<file path="src/rtl/ballot_controller.sv">
// Voting-machine front end: synchronizes and debounces candidate buttons, enforces
// one vote per ballot authorization and emits one count_in pulse per accepted vote.
module ballot_controller #(
  parameter int NUM_CAND        = 4,
  parameter int DEBOUNCE_CYCLES = 4,
  parameter int LOCK_CYCLES     = 8
) (
  input  logic                clk,
  input  logic                rst_n,
  input  logic                ballot_enable,
  input  logic [NUM_CAND-1:0] cand_btn,
  output logic [NUM_CAND-1:0] count_in,
  output logic                ready,
  output logic                vote_done,
  output logic                invalid_vote
);

  localparam int IDX_W = (NUM_CAND > 1) ? $clog2(NUM_CAND) : 1;
  localparam int DB_W  = $clog2(DEBOUNCE_CYCLES + 1);
  localparam int LK_W  = $clog2(LOCK_CYCLES + 1);
  localparam logic [DB_W-1:0] DB_LAST = DB_W'(DEBOUNCE_CYCLES - 1);
  localparam logic [LK_W-1:0] LK_LAST = LK_W'(LOCK_CYCLES - 1);

  typedef enum logic [2:0] {IDLE, ARMED, CAPTURE, LOCK, RELEASE} state_t;

  // Handshake: none; ballot_enable is a level whose synchronized rising edge opens
  // one ballot, and count_in is a fire-and-forget one-cycle strobe to the counters.
  state_t              state, state_d;
  logic                en_meta, en_sync, en_prev;
  logic [NUM_CAND-1:0] btn_meta, btn_sync;
  logic [NUM_CAND-1:0] db, db_prev;
  logic [DB_W-1:0]     db_cnt [NUM_CAND];
  logic [IDX_W-1:0]    idx, idx_d, rise_idx;
  logic [LK_W-1:0]     lock_cnt, lock_cnt_d;
  logic                need_clear, need_clear_d;
  logic                invalid_d;
  logic [NUM_CAND-1:0] db_rise;
  logic                vote_ok;

  always_ff @(posedge clk or negedge rst_n) begin
    if (!rst_n) begin
      en_meta  <= 1'b0;
      en_sync  <= 1'b0;
      en_prev  <= 1'b0;
      btn_meta <= '0;
      btn_sync <= '0;
    end else begin
      en_meta  <= ballot_enable;
      en_sync  <= en_meta;
      en_prev  <= en_sync;
      btn_meta <= cand_btn;
      btn_sync <= btn_meta;
    end
  end

  // A level flips only after DEBOUNCE_CYCLES consecutive disagreeing samples.
  always_ff @(posedge clk or negedge rst_n) begin
    if (!rst_n) begin
      db      <= '0;
      db_prev <= '0;
      for (int i = 0; i < NUM_CAND; i++) db_cnt[i] <= '0;
    end else begin
      db_prev <= db;
      for (int i = 0; i < NUM_CAND; i++) begin
        if (btn_sync[i] == db[i]) begin
          db_cnt[i] <= '0;
        end else if (db_cnt[i] == DB_LAST) begin
          db[i]     <= btn_sync[i];
          db_cnt[i] <= '0;
        end else begin
          db_cnt[i] <= db_cnt[i] + DB_W'(1);
        end
      end
    end
  end

  always_comb begin
    db_rise  = db & ~db_prev;
    rise_idx = '0;
    for (int i = NUM_CAND - 1; i >= 0; i--) begin
      if (db_rise[i]) rise_idx = IDX_W'(i);
    end
    // Single fresh press with nothing else held and no pending clear-out.
    vote_ok = (db_rise != '0) && ((db_rise & (db_rise - NUM_CAND'(1))) == '0) &&
              ((db & ~db_rise) == '0) && !need_clear;
  end

  always_comb begin
    state_d      = state;
    idx_d        = idx;
    lock_cnt_d   = lock_cnt;
    need_clear_d = need_clear;
    invalid_d    = 1'b0;
    case (state)
      IDLE: begin
        if (en_sync && !en_prev) begin
          state_d      = ARMED;
          need_clear_d = (db != '0);
        end
      end
      ARMED: begin
        if (need_clear && (db == '0)) need_clear_d = 1'b0;
        if (vote_ok) begin
          idx_d   = rise_idx;
          state_d = CAPTURE;
        end else if (db_rise != '0) begin
          invalid_d    = 1'b1;
          need_clear_d = 1'b1;
        end
      end
      CAPTURE: begin
        state_d    = LOCK;
        lock_cnt_d = '0;
      end
      LOCK: begin
        if (lock_cnt == LK_LAST) state_d = RELEASE;
        else lock_cnt_d = lock_cnt + LK_W'(1);
      end
      RELEASE: begin
        if (db == '0) state_d = IDLE;
      end
      default: state_d = IDLE;
    endcase
  end

  // Outputs are registered from the next state so they align with the state register.
  always_ff @(posedge clk or negedge rst_n) begin
    if (!rst_n) begin
      state        <= IDLE;
      idx          <= '0;
      lock_cnt     <= '0;
      need_clear   <= 1'b0;
      count_in     <= '0;
      ready        <= 1'b0;
      vote_done    <= 1'b0;
      invalid_vote <= 1'b0;
    end else begin
      state        <= state_d;
      idx          <= idx_d;
      lock_cnt     <= lock_cnt_d;
      need_clear   <= need_clear_d;
      count_in     <= (state_d == CAPTURE) ? (NUM_CAND'(1) << idx_d) : '0;
      ready        <= (state_d == ARMED);
      vote_done    <= (state_d == LOCK) || (state_d == RELEASE);
      invalid_vote <= invalid_d;
    end
  end

endmodule

</file>
<file path="config.mk">
export PLATFORM = sky130hd
export DESIGN_NAME = ballot_controller
export DESIGN_NICKNAME = d
export VERILOG_FILES = /design/src/rtl/ballot_controller.sv
export SDC_FILE = /design/constraint.sdc
export NUM_CORES = 1
export LEC_CHECK = 0
export BUFFER_PORTS_ARGS = -buffer_cell sky130_fd_sc_hd__buf_4
export CORE_MARGIN = 2
export CORE_UTILIZATION = 62
export CTS_CLUSTER_SIZE = 12
export DETAILED_ROUTE_END_ITERATION = 8
export PLACE_DENSITY = 0.86
export SYNTH_ARGS = -nofsm -noshare
export SYNTH_HDL_FRONTEND = slang
export SYNTH_SLANG_ARGS = --single-unit
</file>
<file path="constraint.sdc">
create_clock -name clk -period 2.2 [get_ports clk]
set_input_delay 0.33 -clock clk [delete_from_list [all_inputs] [get_ports clk]]
set_output_delay 0.33 -clock clk [all_outputs]
set_load 0.02 [all_outputs]
</file>
Word-level counts from Yosys, hierarchy flattened:

Index checks and enable logic that the tools add are counted.
W data, S select, Z words.

* output and inout bits: 7
* word-level logic and storage cells: 109
* input port bits: 7
* register bits after elaboration: 48

* equality and inequality tests: 19
* muxes and demuxes: 30
* $add $sub $neg: 6
* bitwise logic cells: 9
* reduce and logical (&&, ||, !) cells: 22
* shift operators: 1

Operators by type and width (count)
* $mux W3: 12
* $eq A3 B2 Y1 const B: 8
* $pmux W3 S5: 1
* $add A3 B1 Y3 const B: 4
* $and A4 B4 Y4: 3
* $logic_not A4 Y1: 3
* $mux W2: 6
* $reduce_and A2 Y1: 6
* $mux W4: 2
* $not A4 Y4: 2
* $pmux W4 S2: 1
* $reduce_bool A4 Y1: 2
* $mux W1: 7
* $eq A3 B1 Y1 const B: 2
* $eq A3 B3 Y1 const B: 2
* $logic_and A1 B1 Y1: 5
* $add A4 B1 Y4 const B: 1
* $eq A1 B1 Y1: 4
* $eq A4 B3 Y1 const B: 1
* $ne A2 B2 Y1 const B: 2
* $not A1 Y1: 4
* $reduce_bool A2 Y1: 2
* $shl A1 B2 Y4 const A: 1
* $sub A4 B1 Y4 const B: 1
* 4 further kinds: 5

Depth between registers and ports, before layout:

* depth after elaboration: 12
* gate-level depth with buffers: 6

Least setup slack after synthesis:

Ideal clock, no wire load.

* path type: flip-flop to flip-flop
* start point: reg state[0]
* end point: reg need_clear
* setup slack: 0.782 ns
* arrival time: 1.292 ns
* data required time: 2.074 ns
* setup time: 0.126 ns
* stages on the path, launching flop included: 7
* buffers on the path: 2
* path through: dfrtp_1 buf_4 or3b_1 buf_4 or2_0 o221ai_1 a21oi_1

* word-level cells in the longest chain between the ends: 3
* elaborated cells between the ends (all ways): 6
* those cells by class: 2 x eq/ne; 1 x mux; 3 x reduce/logical

RTL lines
* from (decl): RTL line 28 `state_t state, state_d;`
* from (signal assigned): RTL line 138 `state <= state_d;`
* $eq A3 B1 Y1 / $logic_not A3 Y1 (equally long branches): RTL line 94 `case (state)`
* $reduce_bool A2 Y1 (no line) / $ne A2 B2 Y1 (equally long branches)
* $reduce_and A2 Y1 (no line)
* to (signal assigned): RTL line 141 `need_clear <= need_clear_d;`
* to (decl): RTL line 35 `logic need_clear, need_clear_d;`

Parallel ways exist; a longest one is shown, timed or not.
A chain may end at the register's enable or synchronous reset.

Worst setup path after layout:

Ends and elaborated chain as after synthesis.

==> results.cfg <==
[outcome]
status = completed

[grt]
use_met3_pct = 6.473
gr-usage-met2_pct = 36.85
grt.total_usage_pct = 20.33
top_usage_layer = met2
grt_pass1_wl_um = 5064
global_route.usage.met1_pct = 21.45
overflow = 0
grt_pass1_vias = 1232
grt_max_degree = 47
antenna_found_initial = 0

[detailed_routing]
wl_per_cell_um = 15.52
drtAntennaViolNets = 0
dr.pass1.iters = 6
wl_um = 2948
drcViolationCount = 0
vias = 1163
avgViaCountPerCell = 6.121
initialDrtViolationCount = 43

[sta]
finalClockSkew_ns = 0.01804
fmax_ghz = 0.6426
layout_min_cycle_time_ns = 1.556
slew_headroom_pct = 63.97
drv_slew = 0
rsz0062_at_grt = false
tightest_slew_ns = 0.5405
final-hold-violation-count = 0
setup_viol = 0
fin_crit_sh_pct = 70.74
setup_tns_ns = 0

[setup_path]
critPathSlowestCell = dfrtp_1
critical_path_class = flop to flop
crit_chain = or3b_1 > or2_0 > o221ai_1 > a21oi_1
required_ns = 2.45
critPathLaunchType = flop
endpoint_kind = flop
cp.arrival_ns = 1.80
cp_max_fo = 9
slowest_delay_ns = 0.50

[synthesis]
synthesis.area_mm2 = 0.001792
ys_seq_elements = 46
synth_edf_count = 0
syn_inst = 141
synth.top_cell.area_share_pct = 64.25
ys_warn_count = 0
syn-num-nets = 153
ys.flop_type = dfrtp_1
async_flop_share_pct = 100.0
netlist-cell-type-count = 34
yosysTopAreaCell = dfrtp_1
avgSynthCellArea_um2 = 12.71
synthTopCellsByArea = dfrtp_1 (64%), ha_1 (3.5%), nand2b_1 (2.8%)
synth_seq_area_share_pct = 64.25

[finish]
multi_input_area_um2 = 608.1
drive_gt1_share_pct = 15.72
antenna-diode-count = 0
ff_latch_area_mm2 = 0.001151
fill_cells = 196
areaGrowthSynthToFinish_pct = 11.10
nets = 170

[floorplanning]
pin_count = 14
die_area_mm2 = 0.003336
core_mm2 = 0.002758
dieWidth_um = 57.76
row_count = 19
die_y_um = 57.76
start_util_pct = 64.97

[clocking]
clockRootBuffer = clkbuf_4
post_cts_buffers = 0
clk_pin_slew_worst_paths_ns = 0.13
cts_made_buffers = 5
cts_sinks = 46
clock_latency_ns = 0.35
cts_resized = 0
h-tree-depth = 2
cts_buffer_depth = 2
cts_tree = yes

[pwr]
p_comb_share_pct = 31.4
total_power_w = 0.002580
powerDensity_mw_per_mm2 = 1296
switchingPower_w = 0.0009022
p_sw_share_pct = 34.97
p_int_w = 0.001678
sequentialPowerShare_pct = 49.8
irDropWorstVdd_uv = 1016
leakagePower_nw = 0.9188
clock_power_share_pct = 18.8

[run]
cap_violations = 0

[hold_path]
hold_path.class = input pin to flop

[placed_design]
gp_congestion = 0.8161
dpl.hpwl_um = 2069
port_buffers = 13
-- cell usage in the layout, fill, tap and decap left out, types with 2 or more instances in the layout --
cell type | synthesis | routed
nand3_1 | 2 | 2
o21ai_0 | 5 | 5
a21oi_1 | 7 | 7
xnor2_1 | 4 | 4
nor4b_1 | 2 | 2
nor2_1 | 4 | 4
nor4_1 | 3 | 3
nor2b_1 | 8 | 8
a22o_1 | 2 | 2
buf_4 | 2 | 13
ha_1 | 5 | 5
and3b_1 | 2 | 2
nor3_1 | 6 | 6
dfrtp_1 | 46 | 46
o22ai_1 | 2 | 2
a22oi_1 | 2 | 2
mux2_2 | 4 | 4
nand2_1 | 7 | 7
nand2b_1 | 8 | 8
nor3b_1 | 5 | 5
clkbuf_4 | 0 | 5
clkbuf_1 | 2 | 2
-- what timing repair did --
action | CTS | global route
endpoints found under the hold margin | 46 | 0
hold buffers | 1 | 0
setup endpoints to repair | 0 | 0
-- per-stage QoR --
stage | hold slack (ns) | area (um2) | util [%] | setup slack (ns) | instances
global placement | 0.3350 | 1906 | 69.10 | 0.7446 | 181
floorplan | 0.03441 | 1792 | - | 0.7823 | 141
CTS | 0.07416 | 1991 | 72.19 | 0.6607 | 190
global route | 0.05515 | 1991 | 72.19 | 0.5275 | 190
finish | 0.08333 | 1991 | 72.19 | 0.6437 | 190
detailed placement | 0.3347 | 1906 | 69.10 | 0.6704 | 181
-- state kept, by name (all words and copies together) (netlist names), 3 cells and up --
name	flops
db_cnt	12
btn_meta	4
btn_sync	4
count_in	4
db	4
db_prev	4
lock_cnt	4
state	3
-- layer usage --
layer,up-vias,wire length (um)
met2,43,1489
met1,568,1185
met5,-,0
li1,536,-
met3,16,170
met4,0,102
-- cell families after synthesis --
group | after synthesis | share of synthesized area [%]
flip-flops | 46 | 64.25
buffers and inverters | 6 | 1.816
AO/OA/AOI/OAI | 23 | 8.170
XOR/XNOR | 4 | 1.955
multiplexers | 4 | 2.514
AND/OR/NAND/NOR | 53 | 17.81
adder cells (fa/ha/maj) | 5 | 3.492
-- worst max-delay path, delay by kind of cell, from the launching register on --
| kind | cells | cell delay [ns] |
|---|---|---|
| AOI/OAI and AO/OA | 2 | 0.22 |
| and+or+nand+nor | 2 | 0.75 |
| DFF | 1 | 0.50 |
-- power groups by stage --
stage	clock [W]	sequential [W]	combinational [W]
6_report	0.000484	0.00129	0.000811
4_1_cts	0.000491	0.00128	0.000802
3_5_place_dp	0	0.00130	0.000791
5_1_grt	0.000520	0.00132	0.000910
3_3_place_gp	0	0.00127	0.000728
2_1_floorplan	0	0.00126	0.000602
-- area by class of cell --
class | count | area share, %
sequential | 46 | 57.83
inverter | 2 | 0.5028
tap | 31 | 1.948
multi-input combinational | 89 | 30.55
timing repair buffer | 14 | 5.405
clock buffer | 7 | 2.263
clock inverter | 1 | 1.508
-- path summary, 6_finish.rpt --
| kind | start | slack (ns) | depth (start not counted) | endpoint |
|---|---|---|---|---|
| worst min register to register | en_meta | 0.36 | 0 | en_sync |
| min in group asynchronous | rst_n | 0.50 | 2 | db_cnt[3] |
| max in group asynchronous | rst_n | 1.32 | 2 | count_in[1] |
| worst max-delay path | state[0] | 0.64 | 4 | need_clear |
| worst max register to register | state[0] | 0.64 | 4 | need_clear |
| worst min-delay path | ballot_enable | 0.08 | 1 | en_meta |
-- synthesized netlist by cell type, types with 2 or more instances --
cell type,number
ha_1,5
buf_4,2
nor2b_1,8
mux2_2,4
clkbuf_1,2
and3b_1,2
o21ai_0,5
o22ai_1,2
nor3_1,6
a22o_1,2
nand2_1,7
a22oi_1,2
nor4b_1,2
dfrtp_1,46
xnor2_1,4
nand3_1,2
a21oi_1,7
nor3b_1,5
nor2_1,4
nor4_1,3
nand2b_1,8
Power figures use the tool's default switching activity.
